**src/rtl/exec_mc_pkg.sv**
```systemverilog
// Shared types and helpers for the execute-stage multi-cycle hold slot.
package exec_mc_pkg;

  typedef enum logic [1:0] {
    IDLE = 2'd0,
    BUSY = 2'd1,
    DONE = 2'd2
  } mc_state_e;

  function automatic int lat_sel(input logic div, input int mul_lat, input int div_lat);
    return div ? div_lat : mul_lat;
  endfunction

  // Counter holds LAT-1 at most; keep at least one bit so LAT=1 still builds.
  function automatic int cnt_width(input int mul_lat, input int div_lat);
    int m;
    m = (mul_lat > div_lat) ? mul_lat : div_lat;
    return (m > 1) ? $clog2(m) : 1;
  endfunction

endpackage

```
**src/rtl/mc_lat_counter.sv**
```systemverilog
// Latency down-counter: clear beats load beats decrement; zero flags terminal count.
module mc_lat_counter #(
  parameter int W = 4
) (
  input  logic         Clk,
  input  logic         Clr,
  input  logic         clear,
  input  logic         load,
  input  logic         dec,
  input  logic [W-1:0] load_val,
  output logic [W-1:0] cnt,
  output logic         zero
);

  always_ff @(posedge Clk or posedge Clr) begin
    if (Clr) begin
      cnt <= '0;
    end else if (clear) begin
      cnt <= '0;
    end else if (load) begin
      cnt <= load_val;
    end else if (dec) begin
      cnt <= cnt - W'(1);
    end
  end

  assign zero = (cnt == '0);

endmodule

```
**src/rtl/exec_mc_stage.sv**
```systemverilog
// Execute-stage output register with a hold slot that parks mul/div payloads
// until the unit's latency has elapsed, then re-injects them with the result.
//
// state | meaning
// IDLE  | E register fed directly from decode; multi-cycle ops may start
// BUSY  | mul/div running, latency counter counting down, decode held off
// DONE  | result ready; parked payload + x_result written to E when not stalled
module exec_mc_stage
  import exec_mc_pkg::*;
#(
  parameter int DATA_W    = 32,
  parameter int PAYLOAD_W = 96,
  parameter int MUL_LAT   = 3,
  parameter int DIV_LAT   = 33
) (
  input  logic                 Clk,
  input  logic                 Clr,
  input  logic                 flush,
  input  logic                 dm_stall,
  input  logic                 d_valid,
  input  logic                 d_mc,
  input  logic                 d_div,
  input  logic [PAYLOAD_W-1:0] d_payload,
  input  logic [DATA_W-1:0]    d_data,
  output logic                 d_ready,
  output logic                 x_start,
  output logic                 x_cancel,
  input  logic [DATA_W-1:0]    x_result,
  output logic                 e_valid,
  output logic [PAYLOAD_W-1:0] e_payload,
  output logic [DATA_W-1:0]    e_data,
  output logic                 busy
);

  localparam int CNT_W = cnt_width(MUL_LAT, DIV_LAT);

  mc_state_e            state;
  mc_state_e            state_nxt;
  logic                 accept;
  logic                 cnt_zero;
  logic [CNT_W-1:0]     cnt;
  logic [CNT_W-1:0]     cnt_load_val;
  logic [PAYLOAD_W-1:0] hold;

  assign accept       = d_valid & d_ready & ~flush;
  assign cnt_load_val = CNT_W'(lat_sel(d_div, MUL_LAT, DIV_LAT) - 1);

  mc_lat_counter #(
    .W (CNT_W)
  ) u_lat_cnt (
    .Clk      (Clk),
    .Clr      (Clr),
    .clear    (flush),
    .load     (x_start),
    .dec      ((state == BUSY) & ~cnt_zero),
    .load_val (cnt_load_val),
    .cnt      (cnt),
    .zero     (cnt_zero)
  );

  always_ff @(posedge Clk or posedge Clr) begin
    if (Clr) begin
      state <= IDLE;
    end else begin
      state <= state_nxt;
    end
  end

  always_comb begin
    state_nxt = state;
    if (flush) begin
      state_nxt = IDLE;
    end else begin
      case (state)
        IDLE:    if (accept && d_mc) state_nxt = BUSY;
        BUSY:    if (cnt_zero) state_nxt = DONE;
        DONE:    if (!dm_stall) state_nxt = IDLE;
        default: state_nxt = IDLE;
      endcase
    end
  end

  // Clr gating keeps handshakes quiet while the async reset is held.
  always_comb begin
    d_ready  = 1'b0;
    x_start  = 1'b0;
    x_cancel = 1'b0;
    busy     = 1'b0;
    d_ready  = ~Clr & (state == IDLE) & ~dm_stall;
    x_start  = accept & d_mc;
    x_cancel = ~Clr & flush & (state != IDLE);
    busy     = (state != IDLE);
  end

  always_ff @(posedge Clk or posedge Clr) begin
    if (Clr) begin
      hold      <= '0;
      e_valid   <= 1'b0;
      e_payload <= '0;
      e_data    <= '0;
    end else if (flush) begin
      e_valid <= 1'b0;
    end else begin
      case (state)
        IDLE: begin
          if (accept) begin
            if (d_mc) begin
              hold    <= d_payload;
              e_valid <= 1'b0;
            end else begin
              e_valid   <= 1'b1;
              e_payload <= d_payload;
              e_data    <= d_data;
            end
          end else if (!dm_stall) begin
            e_valid <= 1'b0;
          end
        end
        BUSY: begin
          if (!dm_stall) e_valid <= 1'b0;
        end
        DONE: begin
          if (!dm_stall) begin
            e_valid   <= 1'b1;
            e_payload <= hold;
            e_data    <= x_result;
          end
        end
        default: e_valid <= 1'b0;
      endcase
    end
  end

endmodule
```
**config.mk**
```make
export PLATFORM = sky130hd
export DESIGN_NAME = exec_mc_stage
export DESIGN_NICKNAME = d
export VERILOG_FILES = /design/src/rtl/exec_mc_pkg.sv /design/src/rtl/mc_lat_counter.sv /design/src/rtl/exec_mc_stage.sv
export SDC_FILE = /design/constraint.sdc
export NUM_CORES = 1
export LEC_CHECK = 0
export CAP_MARGIN = 40
export CORE_UTILIZATION = 52
export DETAILED_ROUTE_END_ITERATION = 10
export PLACE_DENSITY = 0.87
export SYNTH_ARGS = -nofsm -noshare
export SYNTH_HDL_FRONTEND = slang
export SYNTH_SLANG_ARGS = --single-unit
```
**constraint.sdc**
```tcl
create_clock -name Clk -period 16.5 [get_ports Clk]
set_input_delay 3.3 -clock Clk [delete_from_list [all_inputs] [get_ports Clk]]
set_output_delay 3.3 -clock Clk [all_outputs]
set_load 0.005 [all_outputs]
```
**Word-level counts from Yosys, hierarchy flattened**

Cells that the tools add are included.

- Input bits: 167
- Flip-flop bits (word level): 233

- $add $sub $neg: 2
- Bitwise logic cells: 12
- Reductions and logical operators: 9
- Equal/unequal tests: 8
- Muxes and demuxes: 23

Operator list:

| kind | count |
|---|---|
| two-way mux 96 bit | 3 |
| case mux 96 bit (2 select lines) | 1 |
| two-way mux 32 bit | 3 |
| case mux 32 bit (2 select lines) | 1 |
| two-way mux 6 bit | 4 |
| subtractor 6 x 1 -> 6 bit, second input constant | 2 |
| inequality test 3 bit, second input constant | 3 |
| bitwise AND 1 bit | 8 |
| two-way mux 2 bit | 4 |
| logical NOT 6 bit | 1 |
| inequality test 2 bit, second input constant | 3 |
| case mux 2 bit (3 select lines) | 1 |
| two-way mux 1 bit | 5 |
| AND reduction 5 bit | 1 |
| inverter 1 bit | 4 |
| AND reduction 4 bit | 1 |
| nonzero test 2 bit | 2 |
| case mux 1 bit (3 select lines) | 1 |
| AND reduction 3 bit | 1 |
| nonzero test 3 bit | 1 |
| == test 2 x 1 -> 1 bit, second input constant | 1 |
| == test 2 bit, second input constant | 1 |
| logical NOT 2 bit | 1 |
| logical AND 1 bit | 1 |

**Longest topological paths before layout**

- Depth in word-level cells: 9
- Mapped depth: 10
- Mapped depth without buffers: 9

**Modules after synthesis**

A second synthesis with hierarchy kept.

- Cell total of the unflattened synthesis: 686
- Area, all modules: 10618.9 µm²

By module, submodules not included:

| module | sequential area each (µm²) | times used | cells an instance | area an instance (µm²) |
|---|---|---|---|---|
| exec_mc_stage | 5680.4 | 1 | 643 | 10208.5 |
| mc_lat_counter | 150.1 | 1 | 43 | 410.4 |

**Least setup slack after synthesis**

OpenSTA, ideal clock, no wires.

- Kind: in2out
- From: in Clr
- To: out x_cancel
- Slack: 4.458 ns
- Stages: 2
- Data arrival time: 8.742 ns
- Buffers on the path: 0
- Data required time: 13.200 ns
- Path through: inv_1 -> and3_1

- Word-level cells in the longest chain between the ends: 3

Ends and longest elaborated chain:

| item | line | text |
|---|---|---|
| from (decl) | exec_mc_stage.sv:17 | `input logic Clr,` |
| inverter 1 bit | exec_mc_stage.sv:91 | `x_cancel = ~Clr & flush & (state != IDLE);` |
| bitwise AND 1 bit (2 in series) | exec_mc_stage.sv:91 |  |
| to (decl) | exec_mc_stage.sv:27 | `output logic x_cancel,` |

Every way passes these cells.

**Worst setup path after layout**

- From: in flush
- To: out x_start

- Word-level cells in the longest chain between the ends: 3

Ends and longest elaborated chain:

| item | line | text |
|---|---|---|
| from (decl) | exec_mc_stage.sv:18 | `input logic flush,` |
| inverter 1 bit (no source line) | -- |  |
| bitwise AND 1 bit | exec_mc_stage.sv:45 | `assign accept = d_valid & d_ready & ~flush;` |
| bitwise AND 1 bit | exec_mc_stage.sv:90 | `x_start = accept & d_mc;` |
| to (decl) | exec_mc_stage.sv:26 | `output logic x_start,` |

Every way passes these cells.

==> flow_summary.ini <==
[routing]
route.met2.wl_mm = 13.26
ant_nets = 0
vias_per_cell = 5.210
drtPass1Iterations = 4
met1Wirelength_mm = 11.23
wl_met3_mm = 1.670
drc = 0
post_drt_wl_per_cell_um = 18.44
routed_wl_mm = 26.81
drt_iter0_markers = 265
top_layer_used = met4
vias = 7576

[critical_path]
r2r_slack_ns = 13.37
required_ns = 13.20
path_class = in -> out
timing.critical_path.to_type = primary output
cp.arrival_ns = 5.79
worstPathMaxFanout = 44
startpoint_type = primary input

[clock_network]
clk_path_buf_depth = 3
hold_buffers = 0
cts.sinks = 233
cts-root-buf = clkbuf_16
htreeDepth = 1
clkSlewWorstSetupHoldPaths_ns = 0.06
clk_latency_ns = 0.51
cts_inserted_buffers = 24
ctsResizeCount = 0
cts_tree = yes
post_cts_buffers = 0

[synth]
ys_types = 37
ys_seq_area_frac = 0.5343
ys_top_cells_by_area = dfrtp_1, mux2_2, mux2_4, nand2_1, buf_12
synth_edf_count = 0
netlist_instances = 879
synthesis.nets = 1047
yosysWarnings = 0
yosys.area.top_type = dfrtp_1
yosysTopAreaCellShare = 0.5343
netlist_area_sq_um = 10910
syn_avg_cell_area_sq_um = 12.41
synth_top_flop_cell = dfrtp_1
async_flop_share = 1.000
synth-seq-cells = 233

[grt]
grt-ovfl-total = 0
grt_first_pass_wirelength_mm = 43.12
antenna_found_initial = 0
grt_max_degree = 111
track_usage = 0.2497
grt_pass1_vias = 8198

[floorplanning]
fp.dieH_um = 146.9
coreArea_sq_um = 20430
num_rows = 52
start_util = 0.5341
dieArea_sq_um = 21570
die_x_um = 146.9
ios = 300

[finish]
insertedDiodeCount = 0
multi_input_area_sq_um = 4659
layout_common_cells = clkdlybuf4s50_1, nand2_1, dfrtp_1
layout-drive-gt1-share = 0.2517
num-fill-cells = 1363
syn_to_final_growth_pct = 36.51
fin_cells = 1454
final_common_cell = clkdlybuf4s50_1
fin_area_sq_um = 14900
nets = 1335
seq_area_sq_um = 5831

[sta]
finalSetupTns_ns = 0
hold_viol_final = 0
min_period_ns = 9.092
fmax_ghz = 0.1100
tightest_slew_ns = 0.7880
setup_viol = 0
rsz0062_at_grt = no
slew_headroom = 0.4734
final.period_utilization = 0.5510
layout_setup_ws_ns = 7.408
finClkSkew_ns = 0.007267
report.final.slew_viol_count = 0

[place]
portBuffers = 299
placedCellCount = 1411
place_ws_ns = 7.398
hpwl_mm = 17.93
place_area_sq_um = 14030
place_congestion = 0.7529

[worst_hold_path]
min_path_type = reg -> reg

[power_and_ir_drop]
cellLeakagePower_nw = 6.744
powerDensity_nw_per_um2 = 120.9
peakVddDrop_v = 0.00008373

[outcome]
status = completed

[flow_run]
drv_cap = 0
==> metal layers <==
layer / vias up / track usage
li1: 3515 / -
met1: 3757 / 0.3227
met2: 252 / 0.4251
met3: 52 / 0.05155
met4: 0 / 0.07135
met5: - / 0
==> final timing paths <==
kind,cells after the start,endpoint,start
setup / recovery,5,x_start,flush
hold / removal,2,hold[45]$_DFFE_PP0P_,hold[45]$_DFFE_PP0P_
setup reg to reg,6,e_payload[51]$_DFFE_PP0P_,state[0]$_DFFE_PP0P_
hold reg to reg,2,hold[45]$_DFFE_PP0P_,hold[45]$_DFFE_PP0P_
max in group asynchronous,4,e_payload[52]$_DFFE_PP0P_,Clr
min in group asynchronous,2,hold[91]$_DFFE_PP0P_,Clr
==> stage by stage <==
| step | power [mW] | utilization | hold WS, ns |
|---|---|---|---|
| final | 1.801 | 0.7291 | 0.4709 |
| after global routing | 1.877 | 0.7291 | 0.4861 |
| after CTS | 1.818 | 0.7291 | 0.4718 |
| after detailed placement | 1.222 | 0.6870 | 0.4567 |
| after global placement | 1.200 | 0.6810 | 0.4513 |
| after floorplan | 0.9561 | - | 0.4401 |
==> Yosys cell counts (2+ instances only) <==
cell / n
a21oi_1: 3
a32oi_1: 2
buf_1: 3
buf_12: 11
buf_2: 21
buf_6: 3
clkbuf_1: 13
dfrtp_1: 233
inv_1: 3
mux2_1: 15
mux2_2: 141
mux2_4: 100
nand2_1: 291
nor2_1: 6
nor2b_1: 3
nor3_1: 6
o21ai_0: 3
o311ai_0: 2
xnor2_1: 2
==> final cells by class <==
cell class,count,area share
sequential,233,0.3914
multi-input combinational,591,0.3128
timing repair buffer,313,0.2137
clock buffer,37,0.04906
tap,270,0.02268
clock inverter,6,0.008736
inverter,4,0.001596
==> logic make-up (layout without fill, tap and decap cells) <==
group                      after synthesis  after routing  synth area share
adders and majority gates                1              1          0.001146
and+or+nand+nor                        317            317            0.1149
DFF                                    233            233            0.5343
xor gates and xnor gates                 2              2          0.001606
AOI/OAI and AO/OA                       14             14          0.008715
buffers and inverters                   55            360           0.03979
muxes                                  257            257            0.2995
==> state kept, by name, summed over array words and instances (netlist names) <==
| signal | flops |
|---|---|
| state | 2 |
| e_data | 32 |
| e_payload | 96 |
| hold | 96 |
| u_lat_cnt.cnt | 6 |
| e_valid | 1 |
==> critical path: stages <==
cell,delay [ns]
clkdlybuf4s50_1,0.82
nand4b_1,0.19
buf_4,0.43
clkinv_2,0.40
clkdlybuf4s50_1,0.60
==> power by group <==
part           internal, mW  switching, mW
registers             0.703         0.0804
clock network         0.366          0.220
logic                 0.300          0.132
total                  1.37          0.432
No activity file was read; power rests on OpenSTA's default activity.
